`config.mk`:
```
export PLATFORM = sky130hd
export DESIGN_NAME = mul_ctrl_flat
export DESIGN_NICKNAME = d
export VERILOG_FILES = /design/src/rtl/mul_ctrl_pkg.sv /design/src/rtl/mul_ctrl_if.sv /design/src/rtl/mul_ctrl_shift_add_multiplier.sv /design/src/rtl/mul_ctrl.sv /design/src/flat_wrapper.sv
export SDC_FILE = /design/constraint.sdc
export NUM_CORES = 1
export LEC_CHECK = 0
export BUFFER_PORTS_ARGS = -buffer_cell sky130_fd_sc_hd__buf_2
export CAP_MARGIN = 20
export CELL_PAD_IN_SITES_DETAIL_PLACEMENT = 1
export CELL_PAD_IN_SITES_GLOBAL_PLACEMENT = 1
export CORE_MARGIN = 2
export CORE_UTILIZATION = 46
export CTS_CLUSTER_SIZE = 24
export DETAILED_ROUTE_END_ITERATION = 7
export PLACE_DENSITY = 0.83
export SYNTH_ARGS = -nofsm -noshare
export SYNTH_HDL_FRONTEND = slang
export SYNTH_SLANG_ARGS = --single-unit
```
`constraint.sdc`:
```
create_clock -name clk -period 3.2 [get_ports clk]
set_input_delay 0.32 -clock clk [delete_from_list [all_inputs] [get_ports clk]]
set_output_delay 0.32 -clock clk [all_outputs]
set_load 0.1 [all_outputs]
```
`src/rtl/mul_ctrl_pkg.sv`:
```
// Shared CPU multiply types: funct3 encodings, signedness classes, FSM states.
package mul_ctrl_pkg;

    localparam logic [2:0] F3_MUL    = 3'b000;
    localparam logic [2:0] F3_MULH   = 3'b001;
    localparam logic [2:0] F3_MULHSU = 3'b010;
    localparam logic [2:0] F3_MULHU  = 3'b011;

    localparam int unsigned MUL_LATENCY = 67;

    typedef enum logic [1:0] {
        MT_UNSIGNED        = 2'd0,
        MT_SIGNED          = 2'd1,
        MT_SIGNED_UNSIGNED = 2'd2
    } mul_type_e;

    typedef enum logic [1:0] {
        S_IDLE,
        S_BUSY,
        S_DRAIN,
        S_RESP
    } mul_ctrl_state_e;

    typedef enum logic [1:0] {
        M_IDLE,
        M_RUN,
        M_DONE
    } mul_state_e;

    function automatic mul_type_e funct3_to_mul_type(input logic [2:0] f3);
        case (f3)
            F3_MULH:   return MT_SIGNED;
            F3_MULHSU: return MT_SIGNED_UNSIGNED;
            default:   return MT_UNSIGNED;
        endcase
    endfunction

endpackage

```
`src/rtl/mul_ctrl_if.sv`:
```
// Request (reservation station) and response (CDB) channels of the multiply controller.
interface mul_ctrl_if #(
    parameter int unsigned OPERAND_WIDTH = 32,
    parameter int unsigned TAG_WIDTH     = 5
);
    logic                     req_valid;
    logic                     req_ready;
    logic [2:0]               req_funct3;
    logic [OPERAND_WIDTH-1:0] req_rs1;
    logic [OPERAND_WIDTH-1:0] req_rs2;
    logic [TAG_WIDTH-1:0]     req_tag;
    logic                     resp_valid;
    logic                     resp_ready;
    logic [OPERAND_WIDTH-1:0] resp_data;
    logic [TAG_WIDTH-1:0]     resp_tag;

    modport master (
        output req_valid, req_funct3, req_rs1, req_rs2, req_tag, resp_ready,
        input  req_ready, resp_valid, resp_data, resp_tag
    );

    modport slave (
        input  req_valid, req_funct3, req_rs1, req_rs2, req_tag, resp_ready,
        output req_ready, resp_valid, resp_data, resp_tag
    );
endinterface

```
`src/rtl/mul_ctrl_shift_add_multiplier.sv`:
```
// Iterative shift-add multiplier: operands sign/zero-extended to 2W, 2W iterations,
// so one datapath serves all signedness classes. done rises 65 cycles after start.
module shift_add_multiplier
    import mul_ctrl_pkg::*;
#(
    parameter int unsigned OPERAND_WIDTH = 32
) (
    input  logic                       clk,
    input  logic                       rst,
    input  logic                       start,
    input  mul_type_e                  mul_type,
    input  logic [OPERAND_WIDTH-1:0]   a,
    input  logic [OPERAND_WIDTH-1:0]   b,
    output logic                       done,
    output logic [2*OPERAND_WIDTH-1:0] p
);
    localparam int unsigned PW = 2 * OPERAND_WIDTH;
    localparam int unsigned CW = $clog2(PW);

    mul_state_e      state_q;
    logic [CW-1:0]   cnt_q;
    logic [PW-1:0]   mcand_q;
    logic [PW-1:0]   mplier_q;
    logic [PW-1:0]   acc_q;
    logic            done_q;

    logic            sext_a;
    logic            sext_b;

    assign sext_a = (mul_type != MT_UNSIGNED) && a[OPERAND_WIDTH-1];
    assign sext_b = (mul_type == MT_SIGNED) && b[OPERAND_WIDTH-1];

    // DONE is held until start drops, so a still-high start cannot retrigger.
    always_ff @(posedge clk) begin
        if (rst) begin
            state_q  <= M_IDLE;
            cnt_q    <= '0;
            mcand_q  <= '0;
            mplier_q <= '0;
            acc_q    <= '0;
            done_q   <= 1'b0;
        end else begin
            case (state_q)
                M_IDLE: begin
                    if (start) begin
                        mcand_q  <= {{OPERAND_WIDTH{sext_a}}, a};
                        mplier_q <= {{OPERAND_WIDTH{sext_b}}, b};
                        acc_q    <= '0;
                        cnt_q    <= '0;
                        state_q  <= M_RUN;
                    end
                end
                M_RUN: begin
                    if (mplier_q[0]) begin
                        acc_q <= acc_q + mcand_q;
                    end
                    mcand_q  <= mcand_q << 1;
                    mplier_q <= mplier_q >> 1;
                    cnt_q    <= cnt_q + CW'(1);
                    if (cnt_q == CW'(PW - 1)) begin
                        state_q <= M_DONE;
                        done_q  <= 1'b1;
                    end
                end
                M_DONE: begin
                    if (!start) begin
                        state_q <= M_IDLE;
                        done_q  <= 1'b0;
                    end
                end
                default: state_q <= M_IDLE;
            endcase
        end
    end

    assign done = done_q;
    assign p    = acc_q;

endmodule

```
`src/rtl/mul_ctrl.sv`:
```
// Multiply unit controller: accepts one op, runs the shift-add multiplier,
// holds the selected result half for the CDB, and handles flush/drain.
module mul_ctrl
    import mul_ctrl_pkg::*;
#(
    parameter int unsigned OPERAND_WIDTH = 32,
    parameter int unsigned TAG_WIDTH     = 5
) (
    input  logic      clk,
    input  logic      rst,
    input  logic      flush,
    mul_ctrl_if.slave bus
);
    localparam int unsigned PW = 2 * OPERAND_WIDTH;

    mul_ctrl_state_e          state_q;
    logic                     start_q;
    logic                     resp_valid_q;
    logic [OPERAND_WIDTH-1:0] rs1_q;
    logic [OPERAND_WIDTH-1:0] rs2_q;
    logic [TAG_WIDTH-1:0]     tag_q;
    logic [2:0]               funct3_q;
    mul_type_e                mul_type_q;
    logic [PW-1:0]            result_q;

    logic                     accept;
    logic                     mul_done;
    logic [PW-1:0]            mul_p;

    assign bus.req_ready = (state_q == S_IDLE) && !flush;
    assign accept        = bus.req_valid && bus.req_ready;

    // start_q tracks "next state is BUSY or DRAIN"; a flushed op still drains to done.
    always_ff @(posedge clk) begin
        if (!rst) begin
            state_q      <= S_IDLE;
            start_q      <= 1'b0;
            resp_valid_q <= 1'b0;
            rs1_q        <= '0;
            rs2_q        <= '0;
            tag_q        <= '0;
            funct3_q     <= '0;
            mul_type_q   <= MT_UNSIGNED;
            result_q     <= '0;
        end else begin
            case (state_q)
                S_IDLE: begin
                    if (accept) begin
                        rs1_q      <= bus.req_rs1;
                        rs2_q      <= bus.req_rs2;
                        tag_q      <= bus.req_tag;
                        funct3_q   <= bus.req_funct3;
                        mul_type_q <= funct3_to_mul_type(bus.req_funct3);
                        start_q    <= 1'b1;
                        state_q    <= S_BUSY;
                    end
                end
                S_BUSY: begin
                    if (flush) begin
                        state_q <= S_DRAIN;
                    end else if (mul_done) begin
                        result_q     <= mul_p;
                        start_q      <= 1'b0;
                        resp_valid_q <= 1'b1;
                        state_q      <= S_RESP;
                    end
                end
                S_DRAIN: begin
                    if (mul_done) begin
                        start_q <= 1'b0;
                        state_q <= S_IDLE;
                    end
                end
                S_RESP: begin
                    if (flush || bus.resp_ready) begin
                        resp_valid_q <= 1'b0;
                        state_q      <= S_IDLE;
                    end
                end
                default: state_q <= S_IDLE;
            endcase
        end
    end

    assign bus.resp_valid = resp_valid_q;
    assign bus.resp_tag   = tag_q;
    assign bus.resp_data  = (funct3_q == F3_MUL) ? result_q[OPERAND_WIDTH-1:0]
                                                 : result_q[PW-1:OPERAND_WIDTH];

    shift_add_multiplier #(
        .OPERAND_WIDTH (OPERAND_WIDTH)
    ) u_mul (
        .clk      (clk),
        .rst      (!rst),
        .start    (start_q),
        .mul_type (mul_type_q),
        .a        (rs1_q),
        .b        (rs2_q),
        .done     (mul_done),
        .p        (mul_p)
    );

endmodule
```
`src/flat_wrapper.sv`:
```
// flat-port wrapper written by rule: the top's interface ports become plain ports
module mul_ctrl_flat import mul_ctrl_pkg::*;
#(
    parameter int unsigned OPERAND_WIDTH = 32,
    parameter int unsigned TAG_WIDTH     = 5
)
  (clk, rst, flush, bus_req_valid, bus_req_funct3, bus_req_rs1, bus_req_rs2, bus_req_tag, bus_resp_ready, bus_req_ready, bus_resp_valid, bus_resp_data, bus_resp_tag);
  mul_ctrl_if #(.OPERAND_WIDTH(OPERAND_WIDTH), .TAG_WIDTH(TAG_WIDTH)) bus_i ();
  input  logic clk;
  input  logic rst;
  input  logic flush;
  input wire logic [$bits(bus_i.req_valid)-1:0] bus_req_valid;
  input wire logic [$bits(bus_i.req_funct3)-1:0] bus_req_funct3;
  input wire logic [$bits(bus_i.req_rs1)-1:0] bus_req_rs1;
  input wire logic [$bits(bus_i.req_rs2)-1:0] bus_req_rs2;
  input wire logic [$bits(bus_i.req_tag)-1:0] bus_req_tag;
  input wire logic [$bits(bus_i.resp_ready)-1:0] bus_resp_ready;
  output wire logic [$bits(bus_i.req_ready)-1:0] bus_req_ready;
  output wire logic [$bits(bus_i.resp_valid)-1:0] bus_resp_valid;
  output wire logic [$bits(bus_i.resp_data)-1:0] bus_resp_data;
  output wire logic [$bits(bus_i.resp_tag)-1:0] bus_resp_tag;
  assign bus_i.req_valid = bus_req_valid;
  assign bus_i.req_funct3 = bus_req_funct3;
  assign bus_i.req_rs1 = bus_req_rs1;
  assign bus_i.req_rs2 = bus_req_rs2;
  assign bus_i.req_tag = bus_req_tag;
  assign bus_i.resp_ready = bus_resp_ready;
  assign bus_req_ready = bus_i.req_ready;
  assign bus_resp_valid = bus_i.resp_valid;
  assign bus_resp_data = bus_i.resp_data;
  assign bus_resp_tag = bus_i.resp_tag;
  mul_ctrl #(.OPERAND_WIDTH(OPERAND_WIDTH), .TAG_WIDTH(TAG_WIDTH)) u_core (.clk(clk), .rst(rst), .flush(flush), .bus(bus_i));
endmodule
```
## Word-level counts from Yosys, hierarchy flattened

Cells that the tools add are included.
Widths: inputs -> output; s select.

- Register bits: 343
- Input bits: 77
- Logic and storage cells: 92

- Add/subtract/negate cells: 2
- Equality and inequality tests: 19
- Mux-type cells: 32
- Bitwise operators: 1
- Reductions and logical operators: 23

Operators by type and width:

| operator | count |
|---|---|
| $pmux 64 s2 | 3 |
| $mux 64 | 4 |
| $add 64x64->64 | 1 |
| $mux 32 | 1 |
| $mux 2 | 8 |
| $reduce_and 3->1 | 5 |
| $ne 2x2->1 const B | 6 |
| $pmux 6 s2 | 1 |
| $mux 1 | 8 |
| $pmux 2 s4 | 1 |
| $reduce_and 4->1 | 2 |
| $reduce_bool 2->1 | 4 |
| $add 6x1->6 const B | 1 |
| $eq 2x1->1 const B | 3 |
| $eq 2x2->1 const B | 3 |
| $eq 6x6->1 const B | 1 |
| $mux 6 | 1 |
| $ne 2x1->1 const B | 3 |
| $pmux 2 s3 | 1 |
| $logic_and 1x1->1 | 4 |
| $logic_not 2->1 | 2 |
| $pmux 1 s2 | 2 |
| $pmux 2 s2 | 1 |
| $reduce_and 2->1 | 2 |
| 9 further kinds | 9 |

## Longest topological paths before layout

- Word-level depth: 5
- Gate-level depth with buffers: 13
- Gate-level depth less buffers: 13

## By module

Synthesis repeated with hierarchy kept, for this count alone.

- Cells, all modules: 2,148
- Area, all modules: 16,767.3 um2

By module, submodules not included:

| module | instances | cells each | area an instance (um2) | sequential area each (um2) |
|---|---|---|---|---|
| shift_add_multiplier | 1 | 1,477 | 11,358.4 | 4,023.9 |
| mul_ctrl | 1 | 671 | 5,408.9 | 2,842.7 |

## Least setup slack after synthesis

No wires, ideal clock.

- Path kind: register to register
- Start: register u_core.state_q[0]
- End: register u_core.tag_q[0] (netlist: u_core.bus.resp_tag[0])
- Arrival time: 3.004 ns
- Path slack: 0.120 ns
- Cell stages (with the launch flop): 9
- Clock period less this slack: 3.080 ns
- Path through: dfxtp_1 inv_1 ha_1 nor2b_1 and2_1 clkbuf_1 clkbuf_1 nand2_1 a21boi_0

- Word-level cells in the longest chain between the ends: 4

Ends and longest elaborated chain:

| element | line | RTL |
|---|---|---|
| from (decl) | mul_ctrl.sv:16 | `mul_ctrl_state_e state_q;` |
| from (signal assigned) | mul_ctrl.sv:36 | `state_q <= S_IDLE;` |
| from (signal assigned) | mul_ctrl.sv:55 | `state_q <= S_BUSY;` |
| from (signal assigned) | mul_ctrl.sv:60 | `state_q <= S_DRAIN;` |
| $logic_not 2->1 | mul_ctrl.sv:30 | `assign bus.req_ready = (state_q == S_IDLE) && !flush;` |
| $logic_and 1x1->1 | mul_ctrl.sv:30 |  |
| named net bus_req_ready | flat_wrapper.sv:18 | `output wire logic [$bits(bus_i.req_ready)-1:0] bus_req_ready;` |
| $logic_and 1x1->1 | mul_ctrl.sv:31 | `assign accept = bus.req_valid && bus.req_ready;` |
| $reduce_and 2->1 (no source line) | - |  |
| to (signal assigned) | mul_ctrl.sv:51 | `tag_q <= bus.req_tag;` |
| to (decl) | mul_ctrl.sv:21 | `logic [TAG_WIDTH-1:0] tag_q;` |

The timed path passes the listed nets, and every way through them passes these cells.
A chain may end at the register's enable or synchronous reset.

## Worst setup path after layout

- Start: register u_core.u_mul.mcand_q[30]
- End: register u_core.u_mul.acc_q[57] (netlist: u_core.u_mul.p[57])

- Word-level cells in the longest chain between the ends: 3

Ends and longest elaborated chain:

| element | line | RTL |
|---|---|---|
| from (decl) | mul_ctrl_shift_add_multiplier.sv:22 | `logic [PW-1:0] mcand_q;` |
| from (signal assigned) | mul_ctrl_shift_add_multiplier.sv:46 | `mcand_q <= {{OPERAND_WIDTH{sext_a}}, a};` |
| from (signal assigned) | mul_ctrl_shift_add_multiplier.sv:57 | `mcand_q <= mcand_q << 1;` |
| $add 64x64->64 | mul_ctrl_shift_add_multiplier.sv:55 | `acc_q <= acc_q + mcand_q;` |
| $mux 64 | mul_ctrl_shift_add_multiplier.sv:54 | `if (mplier_q[0]) begin` |
| $pmux 64 s2 | mul_ctrl_shift_add_multiplier.sv:43 | `case (state_q)` |
| to (signal assigned) | mul_ctrl_shift_add_multiplier.sv:55 |  |
| to (decl) | mul_ctrl_shift_add_multiplier.sv:24 | `logic [PW-1:0] acc_q;` |

Every way passes these cells. The select of a mux whose other input is x is not followed.

==> impl_results.md <==
* Initial antenna violation count at 1
* Effective utilization at floorplan at around 47%
* First-pass GRT wire length at 81.6 mm
* # diodes at 0
* Area leader, netlist: dfxtp_1
* Largest net degree at the start of global routing at 253
* Status: finished, final reports clean
* Worst IR Drop VDD at 706 uV
* Die Span Y at 197 um
* Post-CTS Hold Buffers at 0
* Row Count at 70
* DRT Pass-1 Iters at 5
* Pwr dens at 784 mW/mm^2
* Met1 Wirelength at 21.9 mm
* Top FF cell, synth: dfxtp_1
* Total clock buffers created by CTS at 38
* Clk buf depth at 3
* DRC at 0
* Highest routed layer: met5
* Nets at ~2300
* Register area share after synthesis at about two fifths
* Initial DRC Count at approximately 730
* Hold Fails Final Rpt at 0
* Post-Route Skew at 0.0182 ns
* Share of layout cells above drive strength 1 at between 10% and 20%
* Synth warn at 0
* Filler instances at 4427
* Hold_ws at 0.0299 ns
* Mapped Cells at 2104
* Via/cell ratio at 5.78
* Root buf cell: clkbuf_16
* Final Slew Violations at 0
* Number of synthesized register bits at 343
* Clk sinks at 343
* Post-route ant nets at 0
* Ranking of synthesized cells by area: dfxtp_1 (40%), nand2_1 (12%), a21boi_0 (6.2%)
* Vias in the first global route at 15900
* Die Span X at 197 um
* Top Ports at 116
* EDFF count, synth at 0
* Hold Crit Class: in2reg
* Grt total ovfl at 0
* CP Class: reg2reg
* Total routing usage reported by global routing at 25.6%
* Crit path DAT at 3.46 ns
* R2r setup slk at 0.16 ns
* TritonCTS clock tree: yes
* DRT Wirelength at 49.5 mm
* Metal3 WL at approximately 1.8 mm
* CP Capture Type: flip-flop
* Vias at 15200
* Leakage power at 8.21 nW
* Setup crit start kind: flip-flop
* GPL Wtd Cong at 0.901
* Share of Yosys cell area claimed by the top area cell type at 40.2%
* # Max-Cap Violations at 0
* Register area at 0.00687 sq mm
* RSZ-0062 raised after global routing: no
* H-tree Lvls at 2
* FMAX at 329 MHz
* Area of the multi-input gates at ~0.0097 sq mm
* Skew-Pair Late Insertion Delay at 0.55 ns
* Area grow syn2layout at 13.2%
* Final setup viols at 0
* Ys async rst share at 0%
* Mapped cell area at roughly 0.017 sq mm
* Slew HR at 35.9%
* Crit path time final at 3.04 ns
* Wire length per cell at 18.8 um
* Tcrit/Tclk final at 95.0%
* Clock Pin Slew Worst Setup and Hold Paths at 0.06 ns
* Routed met2 length at approximately 24 mm
* Tightest Pin Transition at 0.961 ns
* Die ar. at 0.0387 sq mm
* CORE AREA at 0.0366 sq mm
* Most common cell in the netlist: nand2_1
* Setup TNS at 0 ns
* Synth cell types at just under 80
* Crit-path max FO at 7
* Synth top cells by count: nand2_1 (563), dfxtp_1 (343), a21boi_0 (142), clkbuf_1 (133), a21oi_1 (129)
* HPWL Detailed at 33.0 mm
* Synth Area per Inst at 8.12 sq um
* Critical Path RT at 3.62 ns
* PortBufs at around 120
* Post-synthesis net count at 2251
flip-flops by register name, summed over array words and instances, names as in the netlist:
register,count
u_core.bus.resp_tag,5
u_core.bus.resp_valid,1
u_core.funct3_q,3
u_core.mul_type_q,2
u_core.result_q,64
u_core.rs1_q,32
u_core.rs2_q,32
u_core.start_q,1
u_core.state_q,2
u_core.u_mul.cnt_q,6
u_core.u_mul.done,1
u_core.u_mul.mcand_q,64
u_core.u_mul.mplier_q,64
u_core.u_mul.p,64
u_core.u_mul.state_q,2
path summary, 6_finish.rpt:
path                                                start                   endpoint  depth (start not counted)
worst max-delay path             u_core.u_mul.mcand_q[30]         u_core.u_mul.p[57]                         11
worst min-delay path                      bus_req_rs2[15]           u_core.rs2_q[15]                          3
worst max register to register   u_core.u_mul.mcand_q[30]         u_core.u_mul.p[57]                         11
worst min register to register  u_core.u_mul.mplier_q[61]  u_core.u_mul.mplier_q[60]                          2
cells by family after synthesis:
| kind of cell | count (synthesis) | synth area share, % |
|---|---|---|
| buffers and inverters | 173 | 3.98 |
| adder cells (fa/ha/maj) | 70 | 5.17 |
| AND/OR/NAND/NOR | 806 | 20.2 |
| flip-flops | 343 | 40.2 |
| multiplexers | 34 | 2.23 |
| AO/OA/AOI/OAI | 624 | 25.4 |
| XOR/XNOR | 54 | 2.77 |
critical path, stage by stage, from the launching register on:
cell	delay [ns]
dfxtp_1	0.33
ha_1	0.42
a21o_1	0.21
a31oi_1	0.24
o22ai_1	0.11
a211o_1	0.27
nor3_4	0.25
a211oi_4	0.13
o211ai_2	0.24
a21oi_1	0.14
or3_1	0.33
a32o_1	0.26
per-layer routing:
metal,vias to the layer above,GRT usage (%)
li1,7382,-
met1,7522,31.8
met2,268,45.9
met3,74,3.35
met4,2,8.30
met5,-,0
final cells by class:
cell class / count / area share [%]
clock buffers: 51 / 5.79
clock inverters: 17 / 0.679
inverters: 21 / 0.407
multi-input cells: 1588 / 49.9
flip-flops and latches: 343 / 35.5
well taps: 468 / 3.03
repair buffers: 150 / 4.69
repair_timing:
action | CTS | global route
resized for setup | 0 | 16
setup endpoints to repair | 0 | 9
setup buffers | 0 | 2
through the flow:
stage | instances | setup WS (ns) | area (sq um) | power (mW) | utilization (%)
2_1_floorplan | 2104 | 0.120 | 17100 | 9.37 | -
3_3_place_gp | 2568 | 0.127 | 18000 | 10.5 | 49.2
3_5_place_dp | 2568 | 0.0505 | 18000 | 10.7 | 49.2
4_1_cts | 2636 | 0.00930 | 19300 | 15.2 | 52.6
5_1_grt | 2638 | 0.00178 | 19400 | 16.1 | 52.9
6_report | 2638 | 0.160 | 19400 | 15.2 | 52.9
where the power goes:
part | internal (mW) | leakage, nW | switching, mW | total (mW)
logic | 1.66 | 4.78 | 3.22 | 4.89
clock network | 2.54 | 0.633 | 1.83 | 4.38
registers | 5.20 | 2.80 | 0.707 | 5.90
placed cells by master (no fill, tap or decap), types with 10 or more instances in the layout:
cell,n
dfxtp_1,342
xnor2_1,36
mux2_2,32
a22oi_1,28
inv_1,21
nand4_1,13
nor2b_1,43
and3_1,10
a21o_1,38
o211a_1,65
nand3_1,80
ha_1,64
o21ai_1,22
a31oi_1,14
o21ai_0,102
clkbuf_16,38
nor2_1,40
clkinv_2,12
buf_2,114
xor2_1,18
nand2_1,561
a21oi_1,128
a21boi_0,142
buf_4,30
clkbuf_8,12
nor3_1,10
(Power assumes the default switching activity.)
